--- src/rtl/bios_boot_watchdog_if.sv ---
// Platform-side signal bundle of the BIOS boot watchdog.
// The master side is the platform/power sequencer, the slave side is the watchdog.
interface bios_boot_watchdog_if;
   logic       Pwr_ok;
   logic       PciReset;
   logic       BootDone;
   logic       WdtEnable;
   logic       SwSel_Valid;
   logic       SwSel_Bios;
   logic       Active_Bios;
   logic       Next_Bios;
   logic       BiosRstReq;
   logic       BootFail;
   logic [1:0] FailCnt;
   logic [2:0] WdtState;

   modport master (
      output Pwr_ok, PciReset, BootDone, WdtEnable, SwSel_Valid, SwSel_Bios,
      input  Active_Bios, Next_Bios, BiosRstReq, BootFail, FailCnt, WdtState
   );

   modport slave (
      input  Pwr_ok, PciReset, BootDone, WdtEnable, SwSel_Valid, SwSel_Bios,
      output Active_Bios, Next_Bios, BiosRstReq, BootFail, FailCnt, WdtState
   );
endinterface

--- src/rtl/bios_boot_watchdog.sv ---
// BIOS boot watchdog: times POST after each platform reset release, and on a
// timeout flips to the other BIOS image and requests a platform reset. After
// MAX_FAIL consecutive timeouts it gives up and flags BootFail until power cycles.
module bios_boot_watchdog #(
   parameter int unsigned      CNT_W     = 20,
   parameter logic [CNT_W-1:0] TIMEOUT   = 20'd983040,
   parameter int unsigned      RST_PULSE = 16,
   parameter int unsigned      MAX_FAIL  = 2
) (
   input  logic                i_clk,
   input  logic                i_reset,
   bios_boot_watchdog_if.slave io_wdt
);

   typedef enum logic [2:0] {
      S_IDLE     = 3'd0,
      S_WAIT_RUN = 3'd1,
      S_TIMING   = 3'd2,
      S_BOOTED   = 3'd3,
      S_SWITCH   = 3'd4,
      S_FAILED   = 3'd5
   } state_e;

   localparam int unsigned      PW         = $clog2(RST_PULSE + 1);
   localparam logic [CNT_W-1:0] TIMER_MAX  = TIMEOUT - CNT_W'(1);
   localparam logic [PW-1:0]    PULSE_LAST = PW'(RST_PULSE - 1);
   localparam logic [1:0]       MAX_FAIL_C = 2'(MAX_FAIL);

   state_e           r_state;
   state_e           w_state_next;
   logic [CNT_W-1:0] r_timer;
   logic [PW-1:0]    r_pulse_cnt;
   logic             r_pci_d;
   logic             r_active;
   logic             r_next;
   logic             r_boot_fail;
   logic [1:0]       r_fail_cnt;
   logic             w_rst_req;

   logic             w_rise;
   logic             w_fall;
   logic             w_timeout_hit;
   logic             w_give_up;
   logic [1:0]       w_fail_inc;
   logic             w_load_active;
   logic             w_clear_fail;

   // Edge detect on the registered platform-reset status.
   assign w_rise = io_wdt.PciReset & ~r_pci_d;
   assign w_fall = ~io_wdt.PciReset & r_pci_d;

   // A timeout only counts if neither BootDone nor a warm reset arrives in the same cycle.
   assign w_timeout_hit = io_wdt.Pwr_ok && (r_state == S_TIMING) && !io_wdt.BootDone
                          && !w_fall && (r_timer == TIMER_MAX);
   assign w_fail_inc    = r_fail_cnt + 2'd1;
   assign w_give_up     = (w_fail_inc == MAX_FAIL_C);

   // Active_Bios follows Next_Bios on power-up and on every platform reset entry.
   assign w_load_active = io_wdt.Pwr_ok &&
                          ((r_state == S_IDLE) ||
                           ((r_state == S_WAIT_RUN) && w_fall) ||
                           ((r_state == S_BOOTED) && w_fall));

   // Fail history is forgotten on power-up and on any successful boot.
   assign w_clear_fail  = io_wdt.Pwr_ok &&
                          ((r_state == S_IDLE) || (r_state == S_BOOTED) ||
                           ((r_state == S_TIMING) && io_wdt.BootDone));

   // State register.
   always_ff @(posedge i_clk) begin
      if (i_reset) begin
         r_state <= S_IDLE;
      end else begin
         r_state <= w_state_next;
      end
   end

   // Next-state logic; loss of power overrides everything.
   always_comb begin
      // NOTE: every combinational output gets a default first so no path leaves it unassigned (no latch).
      w_state_next = r_state;
      if (!io_wdt.Pwr_ok) begin
         w_state_next = S_IDLE;
      end else begin
         case (r_state)
            S_IDLE:     w_state_next = S_WAIT_RUN;
            S_WAIT_RUN: if (w_rise) w_state_next = io_wdt.WdtEnable ? S_TIMING : S_BOOTED;
            S_TIMING: begin
               if (io_wdt.BootDone)   w_state_next = S_BOOTED;
               else if (w_fall)       w_state_next = S_WAIT_RUN;
               else if (w_timeout_hit) w_state_next = w_give_up ? S_FAILED : S_SWITCH;
            end
            S_BOOTED:   if (w_fall) w_state_next = S_WAIT_RUN;
            S_SWITCH:   if (r_pulse_cnt == PULSE_LAST) w_state_next = S_WAIT_RUN;
            S_FAILED:   w_state_next = S_FAILED;
            default:    w_state_next = S_IDLE;
         endcase
      end
   end

   // Output decode: the reset request is high for every cycle spent in SWITCH.
   always_comb begin
      w_rst_req = (r_state == S_SWITCH);
   end

   // Timers, edge register, BIOS selection and failure bookkeeping.
   always_ff @(posedge i_clk) begin
      if (i_reset) begin
         r_timer     <= '0;
         r_pulse_cnt <= '0;
         r_pci_d     <= 1'b0;
         r_active    <= 1'b0;
         r_next      <= 1'b0;
         r_boot_fail <= 1'b0;
         r_fail_cnt  <= 2'd0;
      end else begin
         // NOTE: non-blocking assignments so every register here sees pre-edge values of the others.
         r_pci_d <= io_wdt.PciReset;

         if ((r_state == S_TIMING) && (w_state_next == S_TIMING)) begin
            r_timer <= (r_timer == TIMER_MAX) ? r_timer : r_timer + CNT_W'(1);
         end else begin
            r_timer <= '0;
         end

         if ((r_state == S_SWITCH) && (w_state_next == S_SWITCH)) begin
            r_pulse_cnt <= r_pulse_cnt + PW'(1);
         end else begin
            r_pulse_cnt <= '0;
         end

         if (io_wdt.SwSel_Valid) begin
            r_next <= io_wdt.SwSel_Bios;
         end

         if (w_load_active) begin
            r_active <= r_next;
         end

         if (io_wdt.Pwr_ok && (r_state == S_IDLE)) begin
            r_boot_fail <= 1'b0;
         end

         if (w_clear_fail) begin
            r_fail_cnt <= 2'd0;
         end else if (w_timeout_hit) begin
            r_fail_cnt <= w_fail_inc;
         end

         // Failover toggles both selections; it overrides a same-cycle software request.
         if (w_timeout_hit && !w_give_up) begin
            r_active <= ~r_active;
            r_next   <= ~r_active;
         end

         if (w_timeout_hit && w_give_up) begin
            r_boot_fail <= 1'b1;
         end
      end
   end

   assign io_wdt.Active_Bios = r_active;
   assign io_wdt.Next_Bios   = r_next;
   assign io_wdt.BiosRstReq  = w_rst_req;
   assign io_wdt.BootFail    = r_boot_fail;
   assign io_wdt.FailCnt     = r_fail_cnt;
   assign io_wdt.WdtState    = r_state;

endmodule

--- src/flat_wrapper.sv ---
// flat-port wrapper written by rule: the top's interface ports become plain ports
module bios_boot_watchdog_flat 
#(
   parameter int unsigned      CNT_W     = 20,
   parameter logic [CNT_W-1:0] TIMEOUT   = 20'd983040,
   parameter int unsigned      RST_PULSE = 16,
   parameter int unsigned      MAX_FAIL  = 2
)
  (i_clk, i_reset, io_wdt_Pwr_ok, io_wdt_PciReset, io_wdt_BootDone, io_wdt_WdtEnable, io_wdt_SwSel_Valid, io_wdt_SwSel_Bios, io_wdt_Active_Bios, io_wdt_Next_Bios, io_wdt_BiosRstReq, io_wdt_BootFail, io_wdt_FailCnt, io_wdt_WdtState);
  bios_boot_watchdog_if io_wdt_i ();
  input  logic i_clk;
  input  logic i_reset;
  input wire logic [$bits(io_wdt_i.Pwr_ok)-1:0] io_wdt_Pwr_ok;
  input wire logic [$bits(io_wdt_i.PciReset)-1:0] io_wdt_PciReset;
  input wire logic [$bits(io_wdt_i.BootDone)-1:0] io_wdt_BootDone;
  input wire logic [$bits(io_wdt_i.WdtEnable)-1:0] io_wdt_WdtEnable;
  input wire logic [$bits(io_wdt_i.SwSel_Valid)-1:0] io_wdt_SwSel_Valid;
  input wire logic [$bits(io_wdt_i.SwSel_Bios)-1:0] io_wdt_SwSel_Bios;
  output wire logic [$bits(io_wdt_i.Active_Bios)-1:0] io_wdt_Active_Bios;
  output wire logic [$bits(io_wdt_i.Next_Bios)-1:0] io_wdt_Next_Bios;
  output wire logic [$bits(io_wdt_i.BiosRstReq)-1:0] io_wdt_BiosRstReq;
  output wire logic [$bits(io_wdt_i.BootFail)-1:0] io_wdt_BootFail;
  output wire logic [$bits(io_wdt_i.FailCnt)-1:0] io_wdt_FailCnt;
  output wire logic [$bits(io_wdt_i.WdtState)-1:0] io_wdt_WdtState;
  assign io_wdt_i.Pwr_ok = io_wdt_Pwr_ok;
  assign io_wdt_i.PciReset = io_wdt_PciReset;
  assign io_wdt_i.BootDone = io_wdt_BootDone;
  assign io_wdt_i.WdtEnable = io_wdt_WdtEnable;
  assign io_wdt_i.SwSel_Valid = io_wdt_SwSel_Valid;
  assign io_wdt_i.SwSel_Bios = io_wdt_SwSel_Bios;
  assign io_wdt_Active_Bios = io_wdt_i.Active_Bios;
  assign io_wdt_Next_Bios = io_wdt_i.Next_Bios;
  assign io_wdt_BiosRstReq = io_wdt_i.BiosRstReq;
  assign io_wdt_BootFail = io_wdt_i.BootFail;
  assign io_wdt_FailCnt = io_wdt_i.FailCnt;
  assign io_wdt_WdtState = io_wdt_i.WdtState;
  bios_boot_watchdog #(.CNT_W(CNT_W), .TIMEOUT(TIMEOUT), .RST_PULSE(RST_PULSE), .MAX_FAIL(MAX_FAIL)) u_core (.i_clk(i_clk), .i_reset(i_reset), .io_wdt(io_wdt_i));
endmodule
--- config.mk ---
export PLATFORM = sky130hd
export DESIGN_NAME = bios_boot_watchdog_flat
export DESIGN_NICKNAME = d
export VERILOG_FILES = /design/src/rtl/bios_boot_watchdog_if.sv /design/src/rtl/bios_boot_watchdog.sv /design/src/flat_wrapper.sv
export SDC_FILE = /design/constraint.sdc
export NUM_CORES = 1
export LEC_CHECK = 0
export CORE_ASPECT_RATIO = 1.25
export CORE_UTILIZATION = 35
export DETAILED_ROUTE_END_ITERATION = 10
export SLEW_MARGIN = 10
export SYNTH_ARGS = -nofsm -noshare
export SYNTH_HDL_FRONTEND = slang
export SYNTH_SLANG_ARGS = --single-unit
--- constraint.sdc ---
create_clock -name i_clk -period 3.2 [get_ports i_clk]
set_input_delay 0.48 -clock i_clk [delete_from_list [all_inputs] [get_ports i_clk]]
set_output_delay 0.48 -clock i_clk [all_outputs]
set_load 0.03 [all_outputs]
==> flow_metrics.tcl, run 1 <==
set metrics [dict create \
    clkPwrFrac_pct 45.9 \
    switchingPower_mw 0.170 \
    tightest_slew_ns 0.796 \
    r2r-end "u_core.r_timer[12]" \
    dpl_cell_area_um2 1780 \
    cts_setup_buffers 0 \
    clock_path_buffers 2 \
    ys_ff_latch 34 \
    postRouteAntennaNets 0 \
    finalInstanceArea_um2 1890 \
    hold_class "flip-flop to flip-flop" \
    grt_overflow_total 0 \
    syn-cell-area_um2 1580 \
    worstHoldPathCells 1 \
    yosys_warnings 0 \
    rr_startpoint "u_core.r_timer[0]" \
    slowest_stage "or3_1" \
    place.gp.congestion 0.745 \
    rsz0062_at_grt "no" \
    endpoint "u_core.r_timer[4]" \
    clock_skew_ns 0.00757 \
    rr_worst_depth 7 \
    clk_latency_ns 0.28 \
    hp-start "u_core.r_pulse_cnt[0]" \
    cts_tree "yes" \
    pwr-share-seq_pct 49.8 \
    ioPinCount 17 \
    synth_top_area_cell "dfxtp_1" \
    synth_top_family_by_area "simple AND/OR/NAND/NOR gates" \
    synth_top_area_share_pct 43.2 \
    io_buffers 16 \
    ir_drop_uv 260 \
    grt_pass1_vias 1159 \
    critPathMaxStageDelay_ns 0.63 \
    first_pass_iters 4 \
    critPathRequiredTime_ns 3.42 \
    syn-num-nets 192 \
    outcome "completed" \
    startpoint_type "input port" \
    multi_input_area_um2 827 \
    num_vias 1242 \
    cts_resized 0 \
    criticalPathCategory "input port to flip-flop" \
    maxCapViolations 0 \
    drive_above_1_share_pct 5.50 \
    grt_pass1_wl_um 4910 \
    via_per_inst 4.85 \
    fin_crit_sh_pct 73.1 \
    core_um2 4200 \
    power_density_nw_per_um2 457 \
    regArea_um2 681 \
    wl_um 2870 \
    endpoint_kind "flip-flop" \
    num_rows 26 \
    antenna_found_initial 0 \
    fmax_mhz 428 \
    start_util_pct 37.6 \
    fin_ws_ns 0.861 \
    cts-root-buf "clkbuf_8" \
    finalCriticalPeriod_ns 2.34 \
    grt_max_degree 20 \
    die-height_um 77.0 \
    switching_share_pct 19.6 \
    ys.flop_type "dfxtp_1" \
    r2r_slack_ns 1.05 \
    synthArstFlopShare_pct 0 \
    hold_viol 0 \
    synth_cell_types 38 \
    synth_simple_gate_area_share_pct 28.2 \
    leakagePower_nw 0.634 \
    cts_max_level 2 \
    fillCellCount 419 \
    drc 0 \
    diodes 0 \
    wire_per_inst_um 11.2 \
    crit_fanout 19 \
    worstPathCellList "clkdlybuf4s50_1 -> and2b_4 -> or4_4 -> or3_1 -> nor2_1" \
    synth.most_common_cell "dfxtp_1" \
    syn_avg_cell_area_um2 8.76 \
    dieArea_um2 4780 \
    synth_xor_area_share_pct 10.6 \
    synth.area.mux_share_pct 1.90 \
    fin_hold_ws_ns 0.450 \
    cts_sinks 34 \
    synth-edff-count 0 \
    final.setup.tns_ns 0 \
    finalMaxSlewViolations 0 \
    synth_common_cells "dfxtp_1, nor2_1, nand3_1" \
    slew_headroom_pct 46.5 \
    numCtsBuffers 5 \
    die_w_um 62.0 \
    grt_usage_pct 13.6 \
    place_hpwl_um 2010 \
    syn_inst 180 \
    pre_cts_slack_ns 0.560 \
    crit_start "io_wdt_PciReset" \
    setup_violations 0 \
    p_int_mw 0.695 \
    synth_compound_area_share_pct 8.02 \
    synth_fa_ha_area_share_pct 3.81 \
    ys_seq_area_share_pct 43.2 \
    drt_iter0_markers 46 \
    synthToLayoutAreaGrowth_pct 20.0 \
    arrival_ns 2.55 \
    clk_transition_reported_paths_ns 0.07 \
    cts_hold_buf 0 \
    comb_power_share_pct 4.3 \
    nets 212 \
    netlist_top_cells_area "dfxtp_1, nor2_1, xor2_1" \
    power_mw 0.864 \
]
==> power groups by stage <==
stage          Combinational [mW]  Sequential (mW)  Clock [mW]
2_1_floorplan              0.0160            0.443           0
5_1_grt                    0.0399            0.430       0.433
3_5_place_dp               0.0370            0.440           0
4_1_cts                    0.0372            0.430       0.410
3_3_place_gp               0.0370            0.440           0
6_report                   0.0371            0.430       0.397
==> per-stage QoR <==
stage          std cells  util (%)
2_1_floorplan        180         -
3_3_place_gp         249      42.4
3_5_place_dp         249      42.4
4_1_cts              256      45.1
5_1_grt              256      45.1
6_report             256      45.1
==> cell usage in the layout, fill, tap and decap left out, types with 3 or more instances in the layout <==
cell,instances
xor2_1,10
nor4_1,3
dfxtp_1,34
nand4_1,4
clkbuf_8,6
a211oi_1,5
nor2b_1,5
nor3_1,7
nand3_1,13
xnor2_1,9
ha_1,4
nand2_1,5
nor2_1,33
and3_1,6
clkdlybuf4s50_1,16
o21ai_0,5
inv_1,9
mux2i_1,3
==> worst max-delay path: cells and delay by family <==
| kind | cells | cell delay [ns] |
|---|---|---|
| AND/OR/NAND/NOR | 4 | 1.56 |
| buffers and inverters | 1 | 0.52 |
==> how the worst min path moves through the flow <==
stage	to	slack [ns]
finish	u_core.r_pulse_cnt[0]	0.45
global route	u_core.r_pulse_cnt[0]	0.47
CTS	u_core.r_pulse_cnt[0]	0.46
detailed placement	u_core.r_pulse_cnt[0]	0.44
global placement	u_core.r_pulse_cnt[0]	0.43
floorplan	u_core.r_pulse_cnt[0]	0.42
==> final cells by class <==
cell class                      count  share of cell area (%)
Timing Repair Buffer               17                    8.86
Sequential cell                    34                    36.0
Multi-Input combinational cell    133                    43.7
Clock inverter                      1                    1.59
Tap cell                           56                    3.70
Inverter                            9                    1.79
Clock buffer                        6                    4.37
==> layer usage <==
layer | global-route usage (%) | wire length (um) | up-vias
met5 | 0 | 0 | -
met4 | 6.00 | 59 | 0
met3 | 4.55 | 119 | 4
met2 | 20.2 | 1330 | 24
met1 | 17.5 | 1360 | 557
li1 | - | - | 657
==> state kept, by name (all words and copies together) (netlist names) <==
name                       cells
u_core.r_pulse_cnt             5
u_core.r_pci_d                 1
u_core.io_wdt.WdtState         3
u_core.io_wdt.BootFail         1
u_core.io_wdt.FailCnt          2
u_core.io_wdt.Next_Bios        1
u_core.r_timer                20
u_core.io_wdt.Active_Bios      1
==> logic make-up after synthesis <==
kind of cell | count (synthesis)
AO/OA/AOI/OAI | 19
XOR/XNOR | 19
adder cells (fa/ha/maj) | 5
buffers and inverters | 13
flip-flops | 34
multiplexers | 3
AND/OR/NAND/NOR | 87
(Power assumes the default switching activity.)
==> run 2: changes to the inputs <==
Clock period 3.2 ns to 1.9 ns, I/O delays scaled along.
==> flow_metrics.tcl, run 2 (same netlist as run 1, synthesis figures left out) <==
set metrics [dict create \
    final.setup.tns_ns 0 \
    grt_overflow_total 0 \
    outcome "completed" \
    fillCellCount 393 \
    power_density_nw_per_um2 651 \
    cts-root-buf "clkbuf_8" \
    io_buffers 16 \
    num_vias 1380 \
    criticalPathCategory "flip-flop to flip-flop" \
    cts_tree "yes" \
    fin_hold_ws_ns 0.379 \
    maxCapViolations 0 \
    first_pass_iters 4 \
    place_hpwl_um 2330 \
    top_register "u_core.r_timer" \
    finalCriticalPeriod_ns 1.77 \
    drive_above_1_share_pct 19.1 \
    largest_reg_flops 20 \
    slew_headroom_pct 74.1 \
    antenna_found_initial 0 \
    clock_skew_ns 0.00507 \
    rr_startpoint "u_core.io_wdt.WdtState[0]" \
    crit_fanout 6 \
    finalNonFillerCells 281 \
    start_util_pct 37.6 \
    die_w_um 62.0 \
    fmax_mhz 563 \
    wire_per_inst_um 11.3 \
    clock_path_buffers 2 \
    clk_transition_reported_paths_ns 0.07 \
    ir_drop_uv 391 \
    grt_max_degree 20 \
    rsz0062_at_grt "no" \
    power_mw 1.36 \
    diodes 0 \
    tightest_slew_ns 0.387 \
    die-height_um 77.0 \
    clk_latency_ns 0.29 \
    num_rows 26 \
    dp.cells 272 \
    slowest_stage "or4_4" \
    hold_class "input port to flip-flop" \
    cts_max_level 2 \
    worstPathCellList "nand2b_2 -> or4_4 -> and3b_2 -> nand2_1 -> a211oi_1" \
    drc 0 \
    leakagePower_nw 0.764 \
    core_um2 4200 \
    place.gp.congestion 0.775 \
    crit_start "u_core.io_wdt.WdtState[0]" \
    startpoint_type "flip-flop" \
    grt_pass1_vias 1271 \
    nets 236 \
    dieArea_um2 4780 \
    grt_usage_pct 15.6 \
    hold_viol 0 \
    layout_common_cells "nor2_1, dfxtp_1, buf_4" \
    grt_pass1_wl_um 5530 \
    ioPinCount 17 \
    critPathMaxStageDelay_ns 0.52 \
    drt_iter0_markers 40 \
    finalMaxSlewViolations 0 \
    endpoint_kind "flip-flop" \
    critPathRequiredTime_ns 2.10 \
    postRouteAntennaNets 0 \
    synthToLayoutAreaGrowth_pct 32.1 \
    fin_crit_sh_pct 93.4 \
    cts_sinks 34 \
    arrival_ns 1.97 \
    hp-start "io_wdt_PciReset" \
    wl_um 3180 \
    numCtsBuffers 5 \
    via_per_inst 4.91 \
    setup_violations 0 \
]
## run 2: cell types whose count changed in the layout (fill, tap and decap cells not counted), sizes merged
cell | before | now
buf | 1 | 25
bufinv | 1 | 0
clkinvlp | 0 | 1
clkdlybuf4s50 | 16 | 14
clkinv | 0 | 1
dlygate4sd2 | 0 | 1
dlymetal6s2s | 0 | 1
## run 2: per-layer routing
layer	global-route usage (%)	up-vias	part of all wire, %
li1	-	705	-
met1	19.5	650	47
met2	23.5	19	48
met3	5.56	6	3.1
met4	6.67	0	2.0
met5	0	-	0
## run 2: worst max-delay path: cells and delay by family (launching register included)
kind             cells  cell delay (ns)
AO/OA/AOI/OAI        1             0.23
flip-flops           1             0.33
AND/OR/NAND/NOR      4             1.12
## run 2: timing repair
item	4_1_cts	5_1_grt
pin swaps	0	6
hold buffers	0	0
buffers inserted	0	1
gates resized for setup	3	6
setup endpoints to repair	13	27
## run 2: path summary, 6_finish.rpt
kind / endpoint / slack (ns) / cells past startpoint
max: u_core.io_wdt.WdtState[0] / 0.13 / 5
min: u_core.r_pci_d / 0.38 / 3
max reg2reg: u_core.io_wdt.WdtState[0] / 0.13 / 5
min reg2reg: u_core.r_pulse_cnt[0] / 0.45 / 1
## run 2: area by class of cell
class	instances	area (um2)	area share, %
repair buffers	41	357	17.1
well taps	56	70.1	3.37
clock inverters	2	12.5	0.601
clock buffers	6	82.6	3.97
flip-flops and latches	34	683	32.8
multi-input cells	133	843	40.5
inverters	9	33.8	1.62
## run 2: stage by stage
stage	area, um2	setup slack, ns	utilization [%]
2_1_floorplan	1580	0.0106	-
3_3_place_gp	1950	-0.340	46.6
3_5_place_dp	1950	-0.412	46.6
4_1_cts	2050	0.00484	48.9
5_1_grt	2080	0.000693	49.6
6_report	2080	0.125	49.6
## run 2: where the power goes
group          switching, mW  internal [mW]  total, mW
Sequential           0.00498          0.718      0.723
Clock                  0.265          0.291      0.556
Combinational         0.0352         0.0419     0.0771
Total                  0.305           1.05       1.36
==> run 3: changes to the inputs <==
Clock period 1.9 ns to 1.75 ns, I/O delays scaled along.
==> flow_metrics.tcl, run 3 (same netlist as run 1, synthesis figures left out) <==
set metrics [dict create \
    postLayoutCoreUtil_pct 53.6 \
    num_vias 1421 \
    outcome "completed" \
    endpoint_kind "flip-flop" \
    hp-start "io_wdt_PciReset" \
    cts_max_level 2 \
    place_hpwl_um 2450 \
    power_density_nw_per_um2 711 \
    grt_usage_pct 17.1 \
    cts_tree "yes" \
    layout_common_cells "buf_4, nor2_1, dfxtp_1" \
    synthToLayoutAreaGrowth_pct 42.7 \
    grt_max_degree 20 \
    slew_headroom_pct 71.9 \
    whs_endpoint "u_core.r_pci_d" \
    place.gp.congestion 0.754 \
    io_buffers 16 \
    critPathRequiredTime_ns 1.93 \
    layout_commonest_cell "buf_4" \
    r2r_slack_ns 0.004 \
    clock_skew_ns 0.00823 \
    drive_above_1_share_pct 26.4 \
    rr_startpoint "u_core.r_timer[0]" \
    power_mw 1.60 \
    criticalPathCategory "flip-flop to flip-flop" \
    start_util_pct 37.6 \
    ioPinCount 17 \
    antenna_found_initial 0 \
    setup_violations 0 \
    tightest_slew_ns 0.419 \
    die-height_um 77.0 \
    numCtsBuffers 5 \
    dieArea_um2 4780 \
    postRouteAntennaNets 0 \
    rr_worst_depth 8 \
    grt_pass1_vias 1435 \
    die_w_um 62.0 \
    clk_transition_reported_paths_ns 0.07 \
    hold_viol 0 \
    rsz0062_at_grt "yes" \
    num_rows 26 \
    arrival_ns 1.93 \
    first_pass_iters 4 \
    diodes 0 \
    grt_pass1_wl_um 6110 \
    maxCapViolations 0 \
    wire_per_inst_um 12.4 \
    crit_fanout 5 \
    finalCriticalPeriod_ns 1.75 \
    fmax_mhz 573 \
    startpoint_type "flip-flop" \
    nets 246 \
    clk_latency_ns 0.29 \
    cts-root-buf "clkbuf_8" \
    leakagePower_nw 0.866 \
    largest_reg_flops 20 \
    finalMaxSlewViolations 0 \
    hold_class "input port to flip-flop" \
    drt_iter0_markers 36 \
    worstHoldPathCells 3 \
    clock_path_buffers 2 \
    cts_sinks 34 \
    core_um2 4200 \
    r2r-end "u_core.r_timer[12]" \
    wl_um 3610 \
    via_per_inst 4.88 \
    ir_drop_uv 378 \
    drc 0 \
    grt_overflow_total 0 \
    top_register "u_core.r_timer" \
    fin_crit_sh_pct 99.8 \
]
run 3: changes by cell type in the layout (fill, tap and decap cells not counted), moves of 2 or more:
cell,previous run,this run
nor2_1,32,30
clkdlybuf4s50_1,14,11
buf_4,24,33
dfxtp_1,32,29
nor2_2,1,3
dfxtp_4,0,2
dlygate4sd2_1,1,3
nand2b_4,0,2
run 3: worst max path at each step:
stage | startpoint | endpoint | slack, ns | depth (start not counted)
global placement | io_wdt_PciReset | u_core.r_pulse_cnt[3] | -0.48 | 6
finish | u_core.r_timer[0] | u_core.r_timer[12] | 0.004 | 8
floorplan | u_core.io_wdt.WdtState[0] | u_core.r_timer[18] | 0.002 | 6
CTS | u_core.io_wdt.WdtState[2] | u_core.r_pulse_cnt[2] | 0.008 | 5
global route | u_core.r_timer[0] | u_core.r_timer[13] | -0.11 | 8
detailed placement | io_wdt_PciReset | u_core.io_wdt.WdtState[0] | -0.54 | 6
run 3: layout make-up:
| type | count | area [um2] |
|---|---|---|
| well taps | 56 | 70.1 |
| flip-flops and latches | 34 | 692 |
| fillers | 398 | 1950 |
| repair buffers | 51 | 453 |
| clock buffers | 5 | 68.8 |
| multi-input cells | 133 | 888 |
| clock inverters | 3 | 43.8 |
| inverters | 9 | 33.8 |
run 3: metrics by stage:
stage | setup WS (ns) | hold WS (ns) | area [um2] | setup TNS [ns] | std cells
after global routing | -0.105 | 0.488 | 2250 | -1.91 | 291
after detailed placement | -0.541 | 0.445 | 2030 | -12.92 | 278
after floorplan | 0.00238 | 0.391 | 1610 | 0 | 180
after CTS | 0.00849 | 0.447 | 2160 | 0 | 287
final | 0.00376 | 0.445 | 2250 | 0 | 291
after global placement | -0.482 | 0.430 | 2030 | -12.11 | 278
run 3: repair_timing:
action / 4_1_cts / 5_1_grt
setup endpoints to repair: 31 / 29
hold buffers: 0 / 0
buffers inserted: 1 / 2
pin swaps: 4 / 8
gates resized for setup: 6 / 12
cloned: 0 / 2
run 3: per-layer routing:
metal,part of all wire [%],routed length (um),vias up,GRT usage (%)
li1,-,-,728,-
met1,41,1490,663,19.0
met2,53,1910,21,27.8
met3,3.3,120,9,4.89
met4,2.3,83,0,9.78
met5,0,0,-,0
run 3: power breakdown:
part           internal (mW)  leakage [nW]  switching [mW]
registers              0.777         0.277         0.00469
logic                 0.0457         0.534          0.0396
clock network          0.425        0.0547           0.307
total                   1.25         0.866           0.352
run 3: worst max-delay path: stages (launching register included):
cell	delay, ns
dfxtp_2	0.36
ha_4	0.13
nand4_1	0.12
buf_4	0.18
nor4_4	0.30
nor2b_2	0.20
or3_4	0.17
clkbuf_16	0.15
nor2_1	0.04
